===== config.mk =====
export PLATFORM = sky130hd
export DESIGN_NAME = counter_mod_updown
export DESIGN_NICKNAME = d
export VERILOG_FILES = /design/src/rtl/counter_pkg.sv /design/src/rtl/counter_next_calc.sv /design/src/rtl/counter_mod_updown.sv
export SDC_FILE = /design/constraint.sdc
export NUM_CORES = 1
export LEC_CHECK = 0
export BUFFER_PORTS_ARGS = -buffer_cell sky130_fd_sc_hd__buf_4
export CAP_MARGIN = 5
export CELL_PAD_IN_SITES_DETAIL_PLACEMENT = 0
export CELL_PAD_IN_SITES_GLOBAL_PLACEMENT = 1
export CORE_MARGIN = 10
export CORE_UTILIZATION = 40
export CTS_CLUSTER_DIAMETER = 60
export DETAILED_ROUTE_END_ITERATION = 10
export PLACE_DENSITY = 0.85
export SLEW_MARGIN = 40
export SYNTH_ARGS = -nofsm -noshare
export SYNTH_HDL_FRONTEND = slang
export SYNTH_SLANG_ARGS = --single-unit
export TNS_END_PERCENT = 10

===== constraint.sdc =====
create_clock -name i_clk -period 3.3 [get_ports i_clk]
set_input_delay 0.66 -clock i_clk [delete_from_list [all_inputs] [get_ports i_clk]]
set_output_delay 0.66 -clock i_clk [all_outputs]
set_load 0.05 [all_outputs]

===== src/rtl/counter_pkg.sv =====
// Shared definitions for the modulo up/down counter family: mode constants,
// a width helper and the per-cycle command decoded from the request inputs.
package counter_pkg;

  localparam int CNT_MODE_WRAP = 0;
  localparam int CNT_MODE_SAT  = 1;

  // Width needed to hold 0..n-1, never less than one bit.
  function automatic int clog2_min1(input int n);
    return (n <= 2) ? 1 : $clog2(n);
  endfunction

  // One command per cycle, already resolved by priority.
  typedef enum logic [2:0] {
    CMD_HOLD,
    CMD_DOWN,
    CMD_UP,
    CMD_CLEAR,
    CMD_LOAD
  } cmd_e;

  // Load beats everything, up+down together is a clear, otherwise single steps.
  function automatic cmd_e decode_cmd(input logic load, input logic up, input logic down);
    if (load)
      return CMD_LOAD;
    else if (up && down)
      return CMD_CLEAR;
    else if (up)
      return CMD_UP;
    else if (down)
      return CMD_DOWN;
    else
      return CMD_HOLD;
  endfunction

endpackage


===== src/rtl/counter_next_calc.sv =====
// Combinational next-value logic for one modulo counter field. It is kept
// separate from the register so a multi-field time counter can reuse it.
module counter_next_calc
  import counter_pkg::*;
#(
  parameter int MODULO   = 1000,
  parameter int WIDTH    = clog2_min1(MODULO),
  parameter int SATURATE = CNT_MODE_WRAP
) (
  input  logic [WIDTH-1:0] count,
  input  cmd_e             cmd,
  input  logic [WIDTH-1:0] load_value,
  output logic [WIDTH-1:0] next_count,
  output logic             carry,
  output logic             borrow,
  output logic             load_err
);

  // Top of the count range, one bit wider than the count so the
  // load compare and the +1 never overflow.
  localparam logic [WIDTH:0] MAX_EXT = (WIDTH + 1)'(MODULO - 1);
  localparam bit             SAT     = (SATURATE == CNT_MODE_SAT);

  logic [WIDTH:0] count_ext;
  logic [WIDTH:0] load_ext;
  logic [WIDTH:0] next_ext;
  logic           unused_msb;

  // Next value, boundary flags and load range check for the decoded command.
  always_comb begin
    count_ext = {1'b0, count};
    load_ext  = {1'b0, load_value};
    next_ext  = count_ext;
    carry     = 1'b0;
    borrow    = 1'b0;
    load_err  = 1'b0;
    unique case (cmd)
      CMD_LOAD: begin
        load_err = (load_ext > MAX_EXT);
        next_ext = load_err ? MAX_EXT : load_ext;
      end
      CMD_CLEAR: next_ext = '0;
      CMD_UP: begin
        if (count_ext == MAX_EXT) begin
          carry    = 1'b1;
          next_ext = SAT ? MAX_EXT : '0;
        end else if (count_ext > MAX_EXT) begin
          next_ext = '0;
        end else begin
          next_ext = count_ext + 1'b1;
        end
      end
      CMD_DOWN: begin
        if (count_ext == '0) begin
          borrow   = 1'b1;
          next_ext = SAT ? '0 : MAX_EXT;
        end else if (count_ext > MAX_EXT) begin
          next_ext = SAT ? count_ext : MAX_EXT;
        end else begin
          next_ext = count_ext - 1'b1;
        end
      end
      default: next_ext = count_ext;
    endcase
    {unused_msb, next_count} = next_ext;
  end

endmodule


===== src/rtl/counter_mod_updown.sv =====
// Parametrised modulo-N up/down counter with wrap or saturate mode, parallel
// load, chainable carry/borrow and sticky event/load-error flags.
module counter_mod_updown
  import counter_pkg::*;
#(
  parameter int MODULO      = 1000,
  parameter int WIDTH       = clog2_min1(MODULO),
  parameter int SATURATE    = CNT_MODE_WRAP,
  parameter int RESET_VALUE = 0
) (
  input  logic             i_clk,
  input  logic             i_rstn,
  input  logic             i_up,
  input  logic             i_down,
  input  logic             i_load,
  input  logic [WIDTH-1:0] i_load_value,
  input  logic             i_clr_flags,
  output logic [WIDTH-1:0] o_count,
  output logic             o_carryup,
  output logic             o_borrowdown,
  output logic             o_event,
  output logic             o_load_err
);

  if (MODULO < 2) begin : g_bad_modulo
    $error("counter_mod_updown: MODULO must be at least 2");
  end
  if (WIDTH < $clog2(MODULO)) begin : g_bad_width
    $error("counter_mod_updown: WIDTH too small for MODULO");
  end
  if (RESET_VALUE >= MODULO) begin : g_bad_reset
    $error("counter_mod_updown: RESET_VALUE must be below MODULO");
  end

  cmd_e             cmd;
  logic [WIDTH-1:0] next_count;
  logic             load_err_set;

  assign cmd = decode_cmd(i_load, i_up, i_down);

  counter_next_calc #(
    .MODULO   (MODULO),
    .WIDTH    (WIDTH),
    .SATURATE (SATURATE)
  ) u_next (
    .count      (o_count),
    .cmd        (cmd),
    .load_value (i_load_value),
    .next_count (next_count),
    .carry      (o_carryup),
    .borrow     (o_borrowdown),
    .load_err   (load_err_set)
  );

  // Count register; reset drops it straight back to the reset value.
  always_ff @(posedge i_clk or negedge i_rstn) begin
    if (!i_rstn)
      o_count <= WIDTH'(RESET_VALUE);
    else
      o_count <= next_count;
  end

  // Sticky flags: a set in the same cycle as a clear wins.
  always_ff @(posedge i_clk or negedge i_rstn) begin
    if (!i_rstn) begin
      o_event    <= 1'b0;
      o_load_err <= 1'b0;
    end else begin
      o_event    <= (o_event & ~i_clr_flags) | o_carryup | o_borrowdown;
      o_load_err <= (o_load_err & ~i_clr_flags) | load_err_set;
    end
  end

endmodule


* Yosys cells after proc, flatten, opt, wreduce, memory -nomap -nowiden *
Index checks and enable logic that the tools add are counted.

cells by class
  mux-type cells = 15
  $lt $le $gt $ge = 2
  reductions and logical operators = 3
  bitwise gates (word level) = 6
  equal/unequal tests = 5
  $add $sub $neg = 2

operators with widths
  kind                     number
  $mux W10                 5
  $pmux W10 S4             1
  $gt A10 B10 Y1 const B   2
  $add A10 B1 Y10 const B  1
  $eq A10 B10 Y1 const B   1
  $logic_not A10 Y1        1
  $sub A10 B1 Y10 const B  1
  $eq A3 B2 Y1 const B     2
  $mux W1                  6
  $mux W2                  2
  $reduce_bool A4 Y1       1
  $eq A3 B1 Y1 const B     1
  $eq A3 B3 Y1 const B     1
  $mux W3                  1
  $or A1 B1 Y1             3
  $and A1 B1 Y1            2
  $logic_and A1 B1 Y1      1
  $not A1 Y1               1

storage, ports and cells
  word-level logic and storage cells = 36
  output and inout port bits = 14
  input bits = 16
  register bits after elaboration = 12

* Longest topological paths before layout *
Gate-level depths: netlist of the first run.

  depth in word-level cells = 8
  gate-level depth with buffers = 7
  gate-level depth less buffers = 7

* Hierarchy *
From an unflattened synthesis of the first run, not the netlist that was laid out.

second synthesis, totals
  cell total of the unflattened synthesis = 158
  area, all modules = 1,158.6 um^2

by module, submodules not included
  module              cells each  seq. area each (um^2)  area each (um^2)  instances
  counter_next_calc   141         0.0                    824.5             1
  counter_mod_updown  17          300.3                  334.1             1

* Least setup slack after synthesis of the first run *
OpenSTA, ideal clock, no wires.

  kind = flip-flop to output port
  start point = reg o_count[0]
  end point = out o_borrowdown
  buffers on the path = 0
  required time = 2.640 ns
  setup slack = 0.056 ns
  cell stages (with the launch flop) = 6
  arrival time = 2.584 ns
  cell sequence = dfrtp_1 > inv_1 > ha_1 > or4b_1 > or3_2 > nor2_1

between the ends
  word-level cells in the longest chain between the ends = 3

RTL lines
  what                    line                      text
  start, declared         counter_mod_updown.sv:18  output logic [WIDTH-1:0] o_count,
  start signal, assigned  counter_mod_updown.sv:58  o_count <= WIDTH'(RESET_VALUE);
  start signal, assigned  counter_mod_updown.sv:60  o_count <= next_count;
  $logic_not A10 Y1       counter_next_calc.sv:54   if (count_ext == '0) begin
  $mux W1                 counter_next_calc.sv:54
  $mux W1                 counter_next_calc.sv:37   unique case (cmd)
  end, declared           counter_mod_updown.sv:20  output logic o_borrowdown,

No other way between the ends.

* Worst setup path in the final report of the first run *
Ends and elaborated chain as after synthesis.

==> impl_metrics.csv, run 1 <==
group,metric,value,unit
routing,drt_iter0_drc,128,
cts,cts_resized,0,
placement,gp_congestion,0.9609,
finish,area_growth_syn_to_layout,23.30,%
floorplan,core_region_area,0.002522,mm^2
yosys,seq_area_frac_synth,0.2768,
sta,tns,0,ns
placement,placed_cells,187,
sta,post-route-period-util,0.9387,
cts,clock_path_buffers,2,
power,max-vdd-ir-drop,0.0002131,V
yosys,ys_ff_latch,12,
global_routing,grt_pass1_vias,1113,
routing,ant_nets,0,
floorplan,rows,18,
routing,via_count,1137,
cts,ctsHoldBuffers,0,
finish,n_antenna_cell,0,
yosys,synth_cell_types,40,
power,power_leakage,0.0005843,uW
placement,preCtsSetupSlack,0.5134,ns
yosys,syn-num-nets,150,
placement,dp_hpwl,2672,um
sta,layout_setup_ws,0.2022,ns
global_routing,grt_max_degree,14,
floorplan,die-area,0.005195,mm^2
yosys,syn_area,0.001085,mm^2
yosys,synthArstFlopShare,1.000,
run,maxCapViolations,0,
global_routing,antenna_found_initial,0,
finish,finalInstanceArea,0.001338,mm^2
global_routing,grtUsageTotal,0.1334,
finish,fin_nets,180,
routing,drcViolationCount,0,
placement,placed_cell_area,0.001301,mm^2
outcome,status,"completed",
setup_path,r2r_cells,5,
global_routing,overflow,0,
placement,io_buffers,29,
sta,hold_ws,0.1962,ns
floorplan,die_h,72.08,um
sta,tightest_slew,0.7349,ns
setup_path,arrival,2.44,ns
routing,routed_via_density,5.953,
setup_path,path_class,"reg -> out",
cts,cts_setup_buffers,0,
floorplan,die_w,72.08,um
floorplan,initial_utilization,0.4301,
cts,numCtsBuffers,3,
cts,root_buffer,"clkbuf_4",
global_routing,grt_pass1_wl,5775,um
cts,cts-htree-levels,1,
cts,clk_pin_slew,0.10,ns
finish,finalNonFillerCells,191,
finish,layout-drive-gt1-share,0.2609,
sta,max_clock_freq,0.3228,GHz
sta,hold_violations,0,
cts,cts_tree,"built",
routing,wl,3399,um
min_path,min_path_type,"in -> async",
yosys,synth_cells,132,
sta,finClkSkew,0.01017,ns
sta,relSlewSlack,0.5063,
setup_path,start_kind,"flip-flop",
setup_path,cp_max_fo,7,
sta,slew_viol_final,0,
power,powerDensity,382.3,mW/mm^2
floorplan,pin_count,30,
sta,post-route-min-period,3.098,ns
yosys,synth_edf_count,0,
cts,clock_latency,0.28,ns
sta,setup_viol,0,
yosys,synth-main-ff-cell,"dfrtp_1",
yosys,ys_warn_count,0,
yosys,syn_avg_cell_area,8.218,um^2
cts,cts.sinks,12,
routing,first_pass_iters,4,
routing,routedWlPerCell,17.80,um
sta,rsz0062_at_grt,"no",
setup_path,end_kind,"primary output",
setup_path,cp.required,2.64,ns
final timing paths:
kind                           endpoint  startpoint  slack, ns
min in group i_clk              o_event     o_event       0.50
min reg2reg                     o_event     o_event       0.50
max in group asynchronous       o_event      i_rstn       2.93
min                          o_count[4]      i_rstn       0.20
max reg2reg                  o_count[9]  o_count[6]       1.06
max                        o_borrowdown  o_count[0]       0.20
cell families (layout without fill, tap and decap cells):
family                   count (synthesis)  in the layout  synth area share
AND/OR/NAND/NOR                         49             49            0.2457
flip-flops                              12             12            0.2768
XOR/XNOR                                13             13            0.1119
buffers and inverters                   13             42           0.08188
AO/OA/AOI/OAI                           43             43            0.2607
adder cells (fa/ha/maj)                  2              2           0.02306
registers in the layout, summed over array words and instances (netlist names):
signal / flops
o_count: 10
o_event: 1
o_load_err: 1
metal layers:
metal	vias to the layer above	part of all wire	wire, um	GRT usage
li1	552	-	-	-
met1	510	0.45	1541	0.1773
met2	67	0.43	1460	0.2012
met3	8	0.10	340	0.03537
met4	0	0.017	57	0.04516
met5	-	0	0	0
cell usage after synthesis, drive strengths merged, types with 3 or more instances:
library cell,number,area share
nor2,9,0.031
o21ai,16,0.074
buf,5,0.045
nand4,3,0.017
xnor2,6,0.055
nand3,4,0.018
or3,4,0.024
dfrtp,12,0.28
nor3,7,0.032
xor2,7,0.057
a21oi,6,0.028
o22ai,3,0.017
nor4,3,0.017
nand2,11,0.038
inv,6,0.021
a22oi,4,0.028
worst max-delay path, cell delays in order, from the launching register on:
cell	delay (ns)
dfrtp_1	0.45
inv_1	0.08
ha_1	0.19
or4b_1	0.53
or3_2	0.52
nor2_1	0.16
buf_4	0.23
report_power, final:
part / internal, uW / switching, uW / leakage (uW) / total [uW]
clock: 67.1 / 59.4 / 0.0000210 / 127
sequential: 160 / 25.3 / 0.000150 / 185
combinational: 75.1 / 125 / 0.000414 / 200
total: 302 / 209 / 0.000584 / 511
per-stage QoR:
| step | utilization | power, uW |
|---|---|---|
| detailed placement | 0.5159 | 386.4 |
| floorplan | - | 326.3 |
| global route | 0.5303 | 541.7 |
| global placement | 0.5139 | 386.7 |
| CTS | 0.5303 | 512.2 |
| finish | 0.5303 | 511.4 |
layout by cell type, fill, tap and decap left out, types with 3 or more instances in the layout:
| cell | n |
|---|---|
| a21oi_1 | 6 |
| xnor2_1 | 5 |
| nand3_1 | 4 |
| nor2_1 | 9 |
| inv_1 | 6 |
| nor3_1 | 6 |
| a22oi_1 | 4 |
| o21ai_0 | 16 |
| xor2_1 | 7 |
| nand2_1 | 11 |
| clkbuf_4 | 3 |
| nor4_1 | 3 |
| dfrtp_1 | 12 |
| or3_1 | 3 |
| buf_4 | 32 |
| nand4_1 | 3 |
| o22ai_1 | 3 |
layout make-up:
cell class	instances	area (um^2)
multi-input combinational	107	700.7
clock buffer	4	36.28
fill	248	1185
tap	30	37.54
sequential	12	300.3
inverter	6	22.52
timing repair buffer	32	240.2
Note: power is estimated with default switching activity, not from simulation.
==> inputs of run 2 (changes only) <==
--- a/config.mk
+++ b/config.mk
@@ -5,15 +5,16 @@
 export SDC_FILE = /design/constraint.sdc
 export NUM_CORES = 1
 export LEC_CHECK = 0
+export ABC_AREA = 1
 export BUFFER_PORTS_ARGS = -buffer_cell sky130_fd_sc_hd__buf_4
 export CAP_MARGIN = 5
 export CELL_PAD_IN_SITES_DETAIL_PLACEMENT = 0
 export CELL_PAD_IN_SITES_GLOBAL_PLACEMENT = 1
 export CORE_MARGIN = 10
-export CORE_UTILIZATION = 40
+export CORE_UTILIZATION = 39
 export CTS_CLUSTER_DIAMETER = 60
 export DETAILED_ROUTE_END_ITERATION = 10
-export PLACE_DENSITY = 0.85
+export PLACE_DENSITY = 0.87
 export SLEW_MARGIN = 40
 export SYNTH_ARGS = -nofsm -noshare
 export SYNTH_HDL_FRONTEND = slang
==> impl_metrics.csv, run 2 <==
group,metric,value,unit
yosys,synth_cells,216,
yosys,synth-main-ff-cell,"dfrtp_1",
power,powerDensity,363.7,mW/mm^2
cts,cts-htree-levels,1,
cts,numCtsBuffers,3,
finish,mostFrequentLayoutCells,"67 x nand2_1, 30 x nand3_1, 30 x buf_4",
cts,cts_resized,0,
global_routing,antenna_found_initial,0,
setup_path,cp.required,2.64,ns
placement,io_buffers,29,
cts,root_buffer,"clkbuf_4",
yosys,seq_area_frac_synth,0.2351,
setup_path,start_kind,"flip-flop",
floorplan,pin_count,30,
cts,clock_path_buffers,2,
setup_path,critical_path.cell_chain,"inv_1, ha_1, nand2_1, nor2_2, nand3_1, nor2_1, nand2_1, inv_1, buf_4",
run,maxCapViolations,0,
power,power_leakage,0.0008042,uW
routing,via_count,1466,
setup_path,slowest_delay,0.45,ns
finish,largest_reg_flops,10,
routing,drcViolationCount,0,
finish,area_growth_syn_to_layout,22.04,%
min_path,min_path_type,"in -> async",
finish,utilization,0.5024,
sta,hold_ws,0.2179,ns
yosys,syn_avg_cell_area,5.914,um^2
finish,regMostFlops,"o_count",
yosys,syn-num-nets,234,
yosys,synth_cell_types,30,
yosys,synth_edf_count,0,
routing,first_pass_iters,4,
placement,preCtsSetupSlack,0.9710,ns
floorplan,die_w,77.23,um
routing,routed_via_density,5.055,
yosys,synthArstFlopShare,1.000,
sta,tns,0,ns
power,max-vdd-ir-drop,0.0001825,V
cts,cts_tree,"built",
finish,fin_nets,266,
finish,n_antenna_cell,0,
finish,layout-drive-gt1-share,0.2154,
routing,routedWlPerCell,13.85,um
cts,clock_latency,0.27,ns
floorplan,core_region_area,0.003103,mm^2
routing,wl,4017,um
sta,max_clock_freq,0.3795,GHz
yosys,synth_most_common_cell,"nand2_1",
global_routing,grt_pass1_wl,6886,um
yosys,ys_ff_latch,12,
floorplan,die_h,77.23,um
placement,dp_hpwl,3254,um
sta,relSlewSlack,0.6443,
yosys,synth_top_area_share,0.2351,
floorplan,initial_utilization,0.4117,
setup_path,path_class,"reg -> out",
outcome,status,"completed",
yosys,ys_warn_count,0,
setup_path,critPathSlowestCell,"dfrtp_1",
setup_path,arrival,1.98,ns
sta,hold_violations,0,
global_routing,grtUsageTotal,0.1369,
sta,slew_viol_final,0,
floorplan,rows,20,
routing,ant_nets,0,
sta,post-route-period-util,0.7985,
global_routing,grt_pass1_vias,1445,
yosys,synth_common_cells,"67 x nand2_1, 30 x nand3_1, 28 x inv_1, 22 x nor2_1, 12 x dfrtp_1",
sta,setup_viol,0,
setup_path,cp_max_fo,7,
cts,ctsHoldBuffers,0,
sta,layout_setup_ws,0.6649,ns
setup_path,end_kind,"primary output",
placement,gp_congestion,0.9278,
cts,cts.sinks,12,
global_routing,grt_max_degree,14,
finish,mostFrequentLayoutCell,"nand2_1",
finish,reg.largest.list,"o_count (10), o_event (1), o_load_err (1)",
yosys,yosys.area.top_type,"dfrtp_1",
sta,tightest_slew,0.5312,ns
sta,finClkSkew,0.009007,ns
floorplan,die-area,0.005964,mm^2
cts,clk_pin_slew,0.08,ns
cts,cts_setup_buffers,0,
global_routing,overflow,0,
yosys,syn_area,0.001277,mm^2
sta,post-route-min-period,2.635,ns
routing,drt_iter0_drc,106,
sta,rsz0062_at_grt,"no",
yosys,synth_area_leaders,"dfrtp_1 24%, nand2_1 20%, nand3_1 12%, inv_1 8.2%, nor2_1 6.5%",
-- run 2: changes by cell type after synthesis, sizes merged, moves of 4 or more --
cell / change
xnor2: -6
or3: -4
o21ai: -7
inv: +28
xor2: -5
nand3: +28
nor2: +20
nand2: +57
-- run 2: logic make-up after synthesis --
logic type,synth area share
simple gates,0.5054
buf+inv,0.1205
fa+ha+maj,0.01959
compound gates,0.1058
flops,0.2351
xor+xnor,0.01371
-- run 2: critical path, delay by kind of cell (launching register included) --
family,cells,cell delay [ns]
adders and majority gates,1,0.20
buffers and inverters,3,0.42
DFF,1,0.45
and+or+nand+nor,5,0.64
-- run 2: final timing paths --
check / slack, ns / cells past startpoint / to / start
max in group asynchronous: 2.91 / 1 / o_count[2] / i_rstn
worst max-delay path: 0.66 / 9 / o_borrowdown / o_count[0]
worst min-delay path: 0.22 / 1 / o_event / i_rstn
min in group i_clk: 0.53 / 2 / o_load_err / o_load_err
worst max register to register: 1.57 / 10 / o_count[0] / o_count[0]
worst min register to register: 0.53 / 2 / o_load_err / o_load_err
-- run 2: stage by stage --
stage,total power (uW),instance area (um^2),cells
after global routing,608.9,1559,290
after CTS,571.0,1559,290
after floorplan,390.0,1277,216
after detailed placement,478.4,1536,287
final,567.0,1559,290
after global placement,483.3,1536,287
-- run 2: area by class of cell --
| type | instances | area, um^2 |
|---|---|---|
| fill | 344 | 1544 |
| multi-input combinational | 167 | 823.3 |
| sequential | 12 | 300.3 |
| timing repair buffer | 30 | 225.2 |
| inverter | 34 | 132.6 |
| tap | 44 | 55.05 |
| clock buffer | 3 | 22.52 |
-- run 2: power breakdown --
group | total (uW) | switching, uW | internal (uW)
Combinational | 273 | 184 | 88.6
Clock | 90.8 | 48.7 | 42.1
Sequential | 203 | 39.8 | 163
Total | 567 | 273 | 294
-- run 2: metal layers --
layer,global-route usage,share of wire,up-vias
met4,0.03832,0.013,0
met1,0.1822,0.48,653
li1,-,-,754
met2,0.2149,0.44,55
met3,0.02914,0.068,4
met5,0,0,-
